**src/rtl/bin2bcd_seq_pkg.sv**
```systemverilog
// Shared definitions for the sequential binary-to-BCD converter:
// digit width, FSM state encoding and the saturation digit.
package bin2bcd_seq_pkg;

   localparam int BCD_DIGIT_W = 4;

   localparam logic [BCD_DIGIT_W-1:0] BCD_NINE = 4'h9;

   typedef enum logic [0:0] {
      IDLE  = 1'b0,
      SHIFT = 1'b1
   } state_t;

endpackage

```
**src/rtl/bin2bcd_seq_add3.sv**
```systemverilog
// Double-dabble digit correction: a digit of 5 or more gets +3 so the
// following left shift carries correctly into the next decimal digit.
module bcd_add3
   import bin2bcd_seq_pkg::*;
(
   input  logic [BCD_DIGIT_W-1:0] digit,
   output logic [BCD_DIGIT_W-1:0] fixed
);

   always_comb begin
      fixed = digit;
      if (digit >= 4'd5) begin
         fixed = digit + 4'd3;
      end
   end

endmodule

```
**src/rtl/bin2bcd_seq.sv**
```systemverilog
// Iterative double-dabble binary-to-BCD converter, one shift per clock,
// with overflow saturation and a leading-zero blank mask for the display.
module bin2bcd_seq
   import bin2bcd_seq_pkg::*;
#(
   parameter int BIN_W  = 16,
   parameter int DIGITS = 5
) (
   input  logic                          clk,
   input  logic                          rst,
   input  logic                          start,
   input  logic [BIN_W-1:0]              bin,
   output logic                          busy,
   output logic                          done,
   output logic [BCD_DIGIT_W*DIGITS-1:0] bcd,
   output logic [DIGITS-1:0]             blank,
   output logic                          overflow
);

   localparam int BCD_W = BCD_DIGIT_W * DIGITS;
   localparam int CNT_W = $clog2(BIN_W + 1);
   localparam logic [DIGITS-1:0] BLANK_RST = ~(DIGITS'(1));

   state_t              state;
   logic [CNT_W-1:0]    cnt;
   logic [BIN_W-1:0]    bin_sr;
   logic [BCD_W-1:0]    work;
   logic                ovf_sticky;

   logic [BCD_W-1:0]       corr;
   logic [BCD_W+BIN_W-1:0] shifted;
   logic                   ovf_next;
   logic [BCD_W-1:0]       fin_bcd;

   function automatic logic [BCD_W-1:0] saturate(input logic [BCD_W-1:0] value,
                                                 input logic           ovf);
      return ovf ? {DIGITS{BCD_NINE}} : value;
   endfunction

   // Digit 0 is never blanked so a zero result still shows one "0".
   function automatic logic [DIGITS-1:0] blank_mask(input logic [BCD_W-1:0] value);
      logic [DIGITS-1:0] m;
      logic              zero_above;
      m          = '0;
      zero_above = 1'b1;
      for (int i = DIGITS - 1; i >= 1; i--) begin
         zero_above = zero_above & (value[i*BCD_DIGIT_W +: BCD_DIGIT_W] == '0);
         m[i]       = zero_above;
      end
      return m;
   endfunction

   for (genvar g = 0; g < DIGITS; g++) begin : g_add3
      bcd_add3 u_add3 (
         .digit (work[g*BCD_DIGIT_W +: BCD_DIGIT_W]),
         .fixed (corr[g*BCD_DIGIT_W +: BCD_DIGIT_W])
      );
   end

   // A 1 leaving the top digit means the value needs more digits than we have.
   assign shifted  = {corr, bin_sr} << 1;
   assign ovf_next = ovf_sticky | corr[BCD_W-1];
   assign fin_bcd  = saturate(shifted[BCD_W+BIN_W-1 -: BCD_W], ovf_next);

   always_ff @(posedge clk) begin
      if (rst) begin
         state      <= IDLE;
         cnt        <= '0;
         ovf_sticky <= 1'b0;
         busy       <= 1'b0;
         done       <= 1'b0;
         overflow   <= 1'b0;
         bcd        <= '0;
         blank      <= BLANK_RST;
      end else begin
         done <= 1'b0;
         unique case (state)
            IDLE: begin
               if (start) begin
                  bin_sr     <= bin;
                  work       <= '0;
                  cnt        <= CNT_W'(BIN_W);
                  ovf_sticky <= 1'b0;
                  busy       <= 1'b1;
                  state      <= SHIFT;
               end
            end
            SHIFT: begin
               {work, bin_sr} <= shifted;
               ovf_sticky     <= ovf_next;
               cnt            <= cnt - CNT_W'(1);
               if (cnt == CNT_W'(1)) begin
                  bcd      <= fin_bcd;
                  blank    <= blank_mask(fin_bcd);
                  overflow <= ovf_next;
                  done     <= 1'b1;
                  busy     <= 1'b0;
                  state    <= IDLE;
               end
            end
         endcase
      end
   end

endmodule

```
**config.mk**
```make
export PLATFORM = sky130hd
export DESIGN_NAME = bin2bcd_seq
export DESIGN_NICKNAME = d
export VERILOG_FILES = /design/src/rtl/bin2bcd_seq_pkg.sv /design/src/rtl/bin2bcd_seq_add3.sv /design/src/rtl/bin2bcd_seq.sv
export SDC_FILE = /design/constraint.sdc
export NUM_CORES = 1
export LEC_CHECK = 0
export CAP_MARGIN = 10
export CORE_ASPECT_RATIO = 0.9
export CORE_UTILIZATION = 55
export CTS_BUF_LIST = sky130_fd_sc_hd__clkbuf_8
export DETAILED_ROUTE_END_ITERATION = 12
export PLACE_DENSITY = 0.8
export SYNTH_ARGS = -nofsm -noshare
export SYNTH_HDL_FRONTEND = slang
export SYNTH_HIERARCHICAL = 1
export SYNTH_SLANG_ARGS = --single-unit
```
**constraint.sdc**
```tcl
create_clock -name clk -period 8.3 [get_ports clk]
set_clock_uncertainty 0.15 [all_clocks]
set_input_delay 1.66 -clock clk [delete_from_list [all_inputs] [get_ports clk]]
set_output_delay 1.66 -clock clk [all_outputs]
set_load 0.05 [all_outputs]
```
# After elaboration in Yosys (flattened, before gate mapping)
# Cells that the tools add are included.
dict set report word_totals {
  reg_bits 70
  output_inout_bits 28
  elab_cells 59
}
dict set report op_classes {
  n_addsub 6
  magnitude_cmp 5
  n_eq_ne 3
  muxes 21
  n_bitwise 6
  reduce_logical 8
}
# operator n
set op_table {}
lappend op_table {{20-bit 2-to-1 mux} 2}
lappend op_table {{20-bit case mux with 2 select lines} 1}
lappend op_table {{16-bit case mux with 2 select lines} 1}
lappend op_table {{4-bit by 2-bit adder with 4-bit output (second input constant)} 5}
lappend op_table {{4-bit by 3-bit greater-or-equal comparator with 1-bit output (second input constant)} 5}
lappend op_table {{4-bit 2-to-1 mux} 5}
lappend op_table {{4-bit logical NOT} 4}
lappend op_table {{16-bit 2-to-1 mux} 1}
lappend op_table {{5-bit case mux with 2 select lines} 1}
lappend op_table {{1-bit 2-to-1 mux} 6}
lappend op_table {{1-bit case mux with 2 select lines} 3}
lappend op_table {{2-bit AND reduction} 3}
lappend op_table {{5-bit by 1-bit == test with 1-bit output (second input constant)} 1}
lappend op_table {{5-bit 2-to-1 mux} 1}
lappend op_table {{5-bit by 1-bit subtractor with 5-bit output (second input constant)} 1}
lappend op_table {{1-bit AND} 3}
lappend op_table {{2-bit by 1-bit != test with 1-bit output (second input constant)} 1}
lappend op_table {{2-bit != test (second input constant)} 1}
lappend op_table {{1-bit inverter} 2}
lappend op_table {{2-bit OR reduction} 1}
lappend op_table {{1-bit bitwise OR} 1}

# Logic depth before layout (Yosys ltp)
dict set report logic_depth {
  word_depth 8
  mapped_depth 9
}

# By module
# Netlist, hierarchy kept.
# mod instances cells_each area_each_um2
set by_module_without_submodules {}
lappend by_module_without_submodules {bin2bcd_seq 1 246 2906.5}
lappend by_module_without_submodules {bcd_add3 5 16 101.3}

# Least setup slack after synthesis
# No wires, ideal clock.
dict set report synth_timing {
  path_kind {input to register}
  from {in rst}
  to {reg bin_sr[0], enable pin}
  arrival_ns 3.397
  path_slack_ns 4.324
  path_stages 2
  n_path_buf 1
  cell_sequence {clkbuf_1 > nor2_1}
}
dict set report synth_via {
  elab_chain_cells 2
}
# item line
set synth_rtl {}
lappend synth_rtl {{start: declaration} bin2bcd_seq.sv:10} ;# input logic rst,
lappend synth_rtl {{1-bit inverter (no line)} -}
lappend synth_rtl {{2-bit AND reduction (no line)} -}
lappend synth_rtl {{end signal: assignment} bin2bcd_seq.sv:80} ;# bin_sr <= bin;
lappend synth_rtl {{end signal: assignment} bin2bcd_seq.sv:89} ;# {work, bin_sr} <= shifted;
lappend synth_rtl {{end: declaration} bin2bcd_seq.sv:26} ;# logic [BIN_W-1:0] bin_sr;
# No other way between the ends.
# A chain may end at the register's enable or synchronous reset.

# Final worst setup path
dict set report layout_timing {
  from {reg bcd[10]}
  to {out bcd[10]}
}
# item line
set layout_lines {}
lappend layout_lines {{start: declaration} bin2bcd_seq.sv:15} ;# output logic [BCD_DIGIT_W*DIGITS-1:0] bcd,
lappend layout_lines {{start signal: assignment} bin2bcd_seq.sv:93} ;# bcd <= fin_bcd;
# No word-level cell between the ends.

==> results.cfg <==
[die]
die_h_um = 76.74
ios = 47
die_w_um = 85.04
die_area_mm2 = 0.006526
core_area_mm2 = 0.005823
rows = 26
start_util_pct = 58.62

[clock_network]
postCtsSetupBuffers = 0
ctsHtreeMaxLevel = 3
hold_buffers = 0
cts_sinks = 70
ctsResizeCount = 0
clock_path_buffers = 2
cts_root_buf = clkbuf_8
cts_buffers = 9
cts_tree = done
path_clk_slew_ps = 70
worst_skew_pair.late_latency_ps = 340

[detailed_routing]
num_vias = 2558
drc = 0
ant_nets = 0
wl_mm = 7.011
wl_per_cell_um = 15.83
viasPerCell = 5.774
drtPass1Iterations = 4
drt-initial-drc-count = 226

[timing]
tns_ps = 0
slew_viol_final = 0
relSlewSlack_pct = 44.00
setup-violations-final = 0
fmax_ghz = 0.3015
tightest_slew_ps = 836.9
grt_setup_unrepaired = no
min_period_over_period_pct = 39.97
hold_violations = 0
setup_slack_ps = 4983
min_period_ps = 3317

[grt]
track_usage_pct = 23.44
grt_max_degree = 37
grt_pass1_vias = 2432
antenna_found_initial = 0
overflow = 0
grt_first_pass_wirelength_mm = 11.75

[synthesis]
synth_nets = 357
async_flop_share_pct = 0
synth-edff-count = 36
syn_inst = 326
syn_area_mm2 = 0.003413
avgSynthCellArea_um2 = 10.47
synth-seq-area-share_pct = 51.61
synth_top_flop_cell = edfxtp_1
ys_warn_count = 6
yosys_register_bits = 70
synthDistinctLibCells = 39

[cells_and_area]
drive_gt1_share_pct = 13.94
antenna_cells = 0
fin_nets = 399
area_growth_pct = 19.50

[placed_design]
portBuffers = 45
place.gp.congestion = 0.8175
pre_cts_ws_ps = 4873
place_hpwl_mm = 4.801

[outcome]
status = completed

[critical_path]
critPathLaunchType = register
slowest_delay_ps = 810
crit_arrival_ps = 1510
cp_top_family = buffers and inverters
crit_fanout = 2
r2r_slack_ps = 5820
slowest_stage = clkdlybuf4s50_1
worstPathRequired_ps = 6490
critPathBufInv = 1
end_kind = primary output
path_cells = clkdlybuf4s50_1
path_class = reg -> out

[pwr]
leakagePower_nw = 1.482
cellPowerDensity_mw_per_mm2 = 194.2
ir_worst_vdd_mv = 0.1281

[run]
cap_violations = 0

[hold_path]
hold_class = reg -> reg
-- synth_stat cells, drive strengths merged, types with 2 or more instances --
library cell	number	area (um^2)
edfxtp	36	1081
dfxtp	34	680.7
a21oi	32	178.9
o21ai	26	130.1
nand2	22	82.58
and2	20	125.1
nor2	20	82.58
inv	17	63.81
mux2	15	168.9
nand4	13	81.33
a211oi	12	130.1
clkbuf	12	45.04
ha	12	150.1
nand2b	11	68.82
nor3	9	45.04
buf	7	48.79
mux2i	6	60.06
xnor2	5	43.79
nand3b	2	15.01
o211ai	2	15.01
o31a	2	17.52
-- metal layers --
metal	vias to the layer above	routed length, um	GRT usage [%]
li1	1244	-	-
met3	5	372	7.427
met2	67	3453	37.18
met4	0	46	7.119
met1	1242	3138	30.76
met5	-	0	0
-- through the flow --
| stage | util, % | instance area, um^2 | hold WS (ps) | power (mW) | cells |
|---|---|---|---|---|---|
| 2_1_floorplan | - | 3413 | 348.0 | 0.5025 | 326 |
| 4_1_cts | 70.05 | 4079 | 336.3 | 0.7960 | 443 |
| 5_1_grt | 70.05 | 4079 | 359.5 | 0.8277 | 443 |
| 3_3_place_gp | 66.93 | 3897 | 321.4 | 0.5357 | 427 |
| 3_5_place_dp | 66.93 | 3897 | 325.3 | 0.5410 | 427 |
| 6_report | 70.05 | 4079 | 333.7 | 0.7920 | 443 |
-- kinds of logic after synthesis --
| kind of cell | after synthesis | share of synthesized area, % |
|---|---|---|
| DFF | 70 | 51.61 |
| buffers and inverters | 36 | 4.618 |
| and+or+nand+nor | 104 | 16.72 |
| AOI/OAI and AO/OA | 77 | 14.55 |
| adders and majority gates | 12 | 4.399 |
| muxes | 21 | 6.708 |
| other | 1 | 0.1099 |
| xor gates and xnor gates | 5 | 1.283 |
-- path summary, 6_finish.rpt --
check                           cells past startpoint                    from               endpoint
worst max-delay path                                1    bcd[10]$_SDFFE_PP0P_                bcd[10]
worst min-delay path                                2    bcd[17]$_SDFFE_PP0P_   bcd[17]$_SDFFE_PP0P_
worst min register to register                      2    bcd[17]$_SDFFE_PP0P_   bcd[17]$_SDFFE_PP0P_
worst max register to register                      7  work[16]$_SDFFCE_PN0P_  blank[1]$_SDFFE_PP1P_
-- sequential cells by signal, indices dropped and copies added, names as in the netlist, 4 cells and up --
| name | flops |
|---|---|
| bcd | 20 |
| bin_sr | 16 |
| blank | 4 |
| cnt | 5 |
| work | 20 |
-- power breakdown --
group	internal, mW	total (mW)	switching [mW]
registers	0.386	0.403	0.0163
logic	0.0522	0.131	0.0790
clock network	0.135	0.258	0.123
total	0.573	0.792	0.219
-- tightest hold or removal path: cells and delay by family (launching register included) --
| family | cells | cell delay (ps) |
|---|---|---|
| AOI/OAI and AO/OA | 2 | 130 |
| DFF | 1 | 310 |
-- layout make-up --
class                           count  area, um^2
Timing Repair Buffer               50       488.0
Inverter                           17       63.81
Tap cell                           70       87.58
Clock inverter                      7       57.56
Sequential cell                    70        1762
Multi-Input combinational cell    220        1496
Fill cell                         450        1744
Clock buffer                        9       123.9
-- placed cells by master, fill, tap and decap left out, types with 2 or more instances in the layout --
master           synthesis  routed
dfxtp_1                 34      34
nand2b_1                11      11
ha_1                    12      12
buf_4                    1       5
mux2_2                  15      15
nand2_1                 22      22
inv_1                   17      20
o31a_1                   2       2
nand3b_1                 2       2
clkinv_2                 0       2
mux2i_1                  6       6
o21ai_1                 16      16
clkbuf_8                 0       9
o211ai_1                 2       2
nor3_1                   9       9
edfxtp_1                36      36
clkdlybuf4s50_1          0      45
xnor2_1                  5       5
a211oi_1                 4       4
a211oi_2                 8       8
a21oi_1                 27      27
a21oi_2                  5       5
nor2_1                  19      18
nand4_1                 13      13
and2_1                  20      20
o21ai_0                 10      10
Note: power is estimated with default switching activity, not from simulation.
